==> config.mk <==
export PLATFORM = sky130hd
export DESIGN_NAME = rr_slice_scheduler
export DESIGN_NICKNAME = d
export VERILOG_FILES = /design/src/rtl/rr_slice_scheduler.sv
export SDC_FILE = /design/constraint.sdc
export NUM_CORES = 1
export LEC_CHECK = 0
export CELL_PAD_IN_SITES_DETAIL_PLACEMENT = 1
export CELL_PAD_IN_SITES_GLOBAL_PLACEMENT = 1
export CORE_MARGIN = 2
export CORE_UTILIZATION = 38
export CTS_CLUSTER_DIAMETER = 40
export DETAILED_ROUTE_END_ITERATION = 8
export MAX_ROUTING_LAYER = met4
export PLACE_DENSITY = 0.86
export SYNTH_ARGS = -nofsm -noshare
export SYNTH_HDL_FRONTEND = slang
export SYNTH_SLANG_ARGS = --single-unit
==> constraint.sdc <==
create_clock -name c -period 2.4 [get_ports c]
set_input_delay 0.48 -clock c [delete_from_list [all_inputs] [get_ports c]]
set_output_delay 0.48 -clock c [all_outputs]
set_load 0.01 [all_outputs]
==> src/rtl/rr_slice_scheduler.sv <==
// Round-robin arbiter over 4 requesters with time-sliced grants; grant registered on the request edge.
// Holder keeps the grant for SLICE cycles or until it drops req; rearbitration has no bubble cycle.
module rr_slice_scheduler #(
  parameter int SLICE = 4
) (
  input  logic       c,
  input  logic       r,
  input  logic [3:0] req,
  output logic [3:0] gnt,
  output logic [1:0] gnt_id,
  output logic       gnt_vld,
  output logic       slice_end
);

  typedef enum logic {IDLE, GRANT} state_t;

  localparam logic [3:0] CNT_INIT = 4'(SLICE - 1);

  state_t     state;
  logic [1:0] ptr;
  logic [3:0] cnt;

  logic       rearb;
  logic [1:0] base;
  logic [1:0] idx;
  logic [1:0] pick;
  logic       found;

  // Scan from lowest priority (base itself) up to base+1 so the last hit wins.
  always_comb begin
    rearb = (state == IDLE) || (cnt == 4'd0) || !req[gnt_id];
    base  = (state == IDLE) ? ptr : gnt_id;
    found = 1'b0;
    pick  = base;
    idx   = base;
    for (int k = 4; k >= 1; k--) begin
      idx = base + 2'(k);
      if (req[idx]) begin
        found = 1'b1;
        pick  = idx;
      end
    end
  end

  always_ff @(posedge c) begin
    if (r) begin
      state  <= IDLE;
      gnt    <= 4'b0000;
      gnt_id <= 2'd0;
      cnt    <= 4'd0;
      ptr    <= 2'd3;
    end else if (rearb) begin
      if (state == GRANT) ptr <= gnt_id;
      if (found) begin
        state  <= GRANT;
        gnt    <= 4'b0001 << pick;
        gnt_id <= pick;
        cnt    <= CNT_INIT;
      end else begin
        state  <= IDLE;
        gnt    <= 4'b0000;
        gnt_id <= 2'd0;
        cnt    <= 4'd0;
      end
    end else begin
      cnt <= cnt - 4'd1;
    end
  end

  assign gnt_vld   = |gnt;
  assign slice_end = gnt_vld & (cnt == 4'd0) & req[gnt_id];

endmodule
-- Yosys cells after proc, flatten, opt, wreduce, memory -nomap -nowiden
Index checks and enable logic that the tools add are counted.
- multiplexer cells: 23
- bitwise gates (word level): 3
- order comparisons: 5
- add/sub/neg operators: 4
- shift operators: 1
- reduce and logical (&&, ||, !) cells: 5
- operators by type and width (kind ; count):
    2-bit by 3-bit less-than comparator with 1-bit output, second input constant ; 5
    2-bit 2-to-1 mux ; 6
    1-bit binary-select mux with 2-bit select ; 5
    1-bit 2-to-1 mux ; 10
    4-bit 2-to-1 mux ; 2
    2-bit adder, second input constant ; 2
    4-bit logical NOT ; 1
    4-bit OR reduction ; 1
    1-bit by 2-bit << shifter with 4-bit output, first input constant ; 1
    4-bit by 1-bit subtractor with 4-bit output, second input constant ; 1
    2-bit by 1-bit adder with 2-bit output, second input constant ; 1
    1-bit AND ; 2
    1-bit logical OR ; 2
    1-bit logical NOT ; 1
    1-bit inverter ; 1
- flip-flop bits (word level): 13
- input bits: 6

-- Longest topological paths before layout
- word-level depth: 9
- mapped depth: 7
- depth with buffers taken out: 6

-- Worst setup path after synthesis
No wires, ideal clock.
- path type: register to output
- from: register cnt[0]
- to: output slice_end
- setup slack: 0.696 ns
- cell stages (with the launch flop): 5
- required time: 1.920 ns
- arrival time: 1.224 ns
- cell sequence: dfxtp_1 -> inv_1 -> ha_1 -> or3b_2 -> and3b_1
- word-level cells in the longest chain between the ends: 3
- ends and longest elaborated chain (what ; RTL line ; source):
    from (decl) ; 21 ; logic [3:0] cnt;
    from (signal assigned) ; 66 ; cnt <= cnt - 4'd1;
    4-bit logical NOT ; 71 ; assign slice_end = gnt_vld & (cnt == 4'd0) & req[gnt_id];
    1-bit AND (2 in series) ; 71 ;
    to (decl) ; 12 ; output logic slice_end
No other way between the ends.

-- Worst setup path after layout
- from: input req[0]
- to: output slice_end
- word-level cells in the longest chain between the ends: 3
- ends and longest elaborated chain (what ; RTL line ; source):
    from (decl) ; 8 ; input logic [3:0] req,
    1-bit binary-select mux with 2-bit select ; 71 ;
    1-bit 2-to-1 mux (implied by the code) ; 71 ;
    1-bit AND ; 71 ;
No other way between the ends. The select of a mux whose other input is x is not followed.

==> results.json <==
{
  "synthDistinctLibCells": 30,
  "rows": 14,
  "whs_path_depth": 1,
  "slew_violations": 0,
  "cp.required_ns": 1.92,
  "yosysTopAreaCellShare_pct": 40.6,
  "ys_ff_latch": 13,
  "slew-limit-headroom_pct": 73.5,
  "syn_area_um2": 641,
  "clock_path_buffers": 2,
  "status": "finished, final reports clean",
  "hp-start": "cnt[0]",
  "ctsRootBufferMaster": "clkbuf_4",
  "drive_gt1_share_pct": 18.0,
  "nets": 97,
  "core_area_um2": 1540,
  "antennaDiodeCount": 0,
  "wirelength_um": 1520,
  "fin_skew_ns": 0.00322,
  "cpMaxStageDelayCell": "mux4_2",
  "whs_endpoint": "cnt[0]",
  "ant_nets": 0,
  "first_iter_violations": 6,
  "worstReg2RegStart": "gnt_id[0]",
  "fin_cells": 105,
  "hold_ws_ns": 0.472,
  "rr_worst_depth": 5,
  "worstMarginPinSlew_ns": 0.390,
  "final_common_cell": "dfxtp_1",
  "path_cells": "clkdlybuf4s50_1 -> mux4_2 -> and3b_1 -> dlygate4sd2_1",
  "worstHoldPathType": "reg2reg",
  "place_worst_setup_slack_ns": -0.196,
  "cp_slowest_stage_delay_ns": 0.49,
  "dp_hpwl_um": 1260,
  "grt_max_degree": 8,
  "cts_buffers": 3,
  "yosysTopAreaCell": "dfxtp_1",
  "cpLargestDelayFamily": "buffers and inverters",
  "die_h_um": 45.1,
  "cts.clk_slew.worst_paths_ns": 0.07,
  "fin_crit_ns": 2.39,
  "vias_per_cell": 5.51,
  "htreeDepth": 1,
  "post-place-cells": 100,
  "syn-num-nets": 75,
  "fin_ws_ns": 0.0124,
  "setup_tns_ns": 0,
  "syn2layout_area_growth_pct": 32.4,
  "dpl-instance-area_um2": 816,
  "io_pins": 14,
  "layout_common_cells": "dfxtp_1 (13), clkdlybuf4s50_1 (12), nor2_1 (9)",
  "ir_drop_v": 0.000335,
  "netlist_top_cells_area": "dfxtp_1 (41%), nor2_1 (5.3%), a32o_1 (4.7%), inv_1 (4.1%), mux4_2 (3.5%)",
  "r2r_end": "gnt[1]",
  "r2r_slack_ns": 0.53,
  "avgSynthCellArea_um2": 9.42,
  "track_usage_pct": 17.6,
  "total_power_uw": 619,
  "vias": 579,
  "ys_warn_count": 0,
  "start_util_pct": 41.6,
  "worstSetupEndpointType": "output port",
  "power_leakage_nw": 0.362,
  "timing_hold_violations_final": 0,
  "grt_pass1_wl_um": 2490,
  "worst-path-buf-inv": 2,
  "worst-path-stages": 4,
  "place.gp.congestion": 0.797,
  "syn_inst": 68,
  "nFillCells": 186,
  "path_max_fanout": 4,
  "antenna_found_initial": 0,
  "worstPathArrival_ns": 1.91,
  "crit_type": "in2out",
  "firstDrtPassIters": 4,
  "clock_latency_ns": 0.27,
  "yosysSeqAreaShare_pct": 40.6,
  "wl_per_cell_um": 14.5,
  "max-cap-violations": 0,
  "clock_sinks": 13,
  "drc": 0,
  "crit_path_start_kind": "input port",
  "final_area_um2": 848,
  "power_density_nw_per_um2": 730,
  "grt_pass1_vias": 538,
  "finalCritPeriodShare_pct": 99.5,
  "cts_tree": "done",
  "grt-ovfl-total": 0,
  "finalSetupViolations": 0,
  "fmax_mhz": 419,
  "final_util_pct": 55.0,
  "dieArea_um2": 2030,
  "die_w_um": 45.1,
  "port_buffers": 13
}
logic make-up (layout without fill, tap and decap cells):
kind of cell | count (synthesis) | after routing | synth area share, %
flops | 13 | 13 | 40.6
xor+xnor | 2 | 2 | 2.73
fa+ha+maj | 1 | 1 | 1.95
simple gates | 21 | 21 | 15.6
compound gates | 18 | 18 | 22.8
buf+inv | 8 | 29 | 4.88
mux | 5 | 5 | 11.3
power by group:
group / total, mW / switching, mW / internal (mW) / leakage [nW]
clock network: 0.130 / 0.0656 / 0.0644 / 0.0150
logic: 0.224 / 0.102 / 0.122 / 0.240
registers: 0.265 / 0.0230 / 0.242 / 0.108
worst register-to-register path, stage by stage (launching register included):
cell and delay, ns:
dfxtp_1 0.42, mux4_2 0.55, buf_4 0.15, and3_1 0.24
nor2_1 0.26, a32o_1 0.20
layout make-up:
cell class / instances / area (µm²) / area share [%]
timing repair buffer: 18 / 166 / 19.6
sequential: 13 / 260 / 30.7
inverter: 7 / 26.3 / 3.10
clock buffer: 4 / 26.3 / 3.10
tap: 16 / 20.0 / 2.36
multi-input combinational: 47 / 349 / 41.2
repair_timing:
item	in CTS	in global routing
gates resized for setup	1	0
hold buffers	0	0
pin swaps	0	0
endpoints found under the setup margin	1	1
setup buffers	0	1
synthesized netlist by cell type:
| master | number |
|---|---|
| dfxtp_1 | 13 |
| nor2_1 | 9 |
| inv_1 | 7 |
| nand2_1 | 5 |
| a21oi_1 | 3 |
| a32o_1 | 3 |
| a211oi_1 | 2 |
| a21o_1 | 2 |
| o32ai_1 | 2 |
| xnor2_1 | 2 |
| a21o_2 | 1 |
| a22o_2 | 1 |
| a32oi_1 | 1 |
| and3_1 | 1 |
| and3b_1 | 1 |
| clkbuf_2 | 1 |
| ha_1 | 1 |
| mux2_2 | 1 |
| mux2_4 | 1 |
| mux2i_1 | 1 |
| mux2i_2 | 1 |
| mux4_2 | 1 |
| nand2b_1 | 1 |
| nand3_1 | 1 |
| nor3_1 | 1 |
| o21ai_0 | 1 |
| o221ai_2 | 1 |
| o22ai_1 | 1 |
| or3b_2 | 1 |
| or4_1 | 1 |
flip-flops by register name, summed over array words and instances, names as in the netlist:
signal  count
cnt         4
gnt         4
gnt_id      2
ptr         2
state       1
routing by layer:
metal  vias up  global-route usage (%)  wire length (µm)  part of all wire [%]
li1        292                       -                 -                     -
met1       274                    21.3               735                    48
met2        13                    28.3               723                    47
met3         0                    7.20                66                   4.3
met4         0                    1.76                 0                     0
met5         -                       -                 0                     0
how the worst max path moves through the flow:
stage	slack, ns	to	from
after floorplan	0.70	slice_end	cnt[0]
after global routing	-0.02	slice_end	req[0]
after CTS	0.003	slice_end	req[0]
final	0.01	slice_end	req[0]
after detailed placement	-0.20	slice_end	req[0]
after global placement	-0.18	slice_end	req[0]
Power figures use the tool's default switching activity.
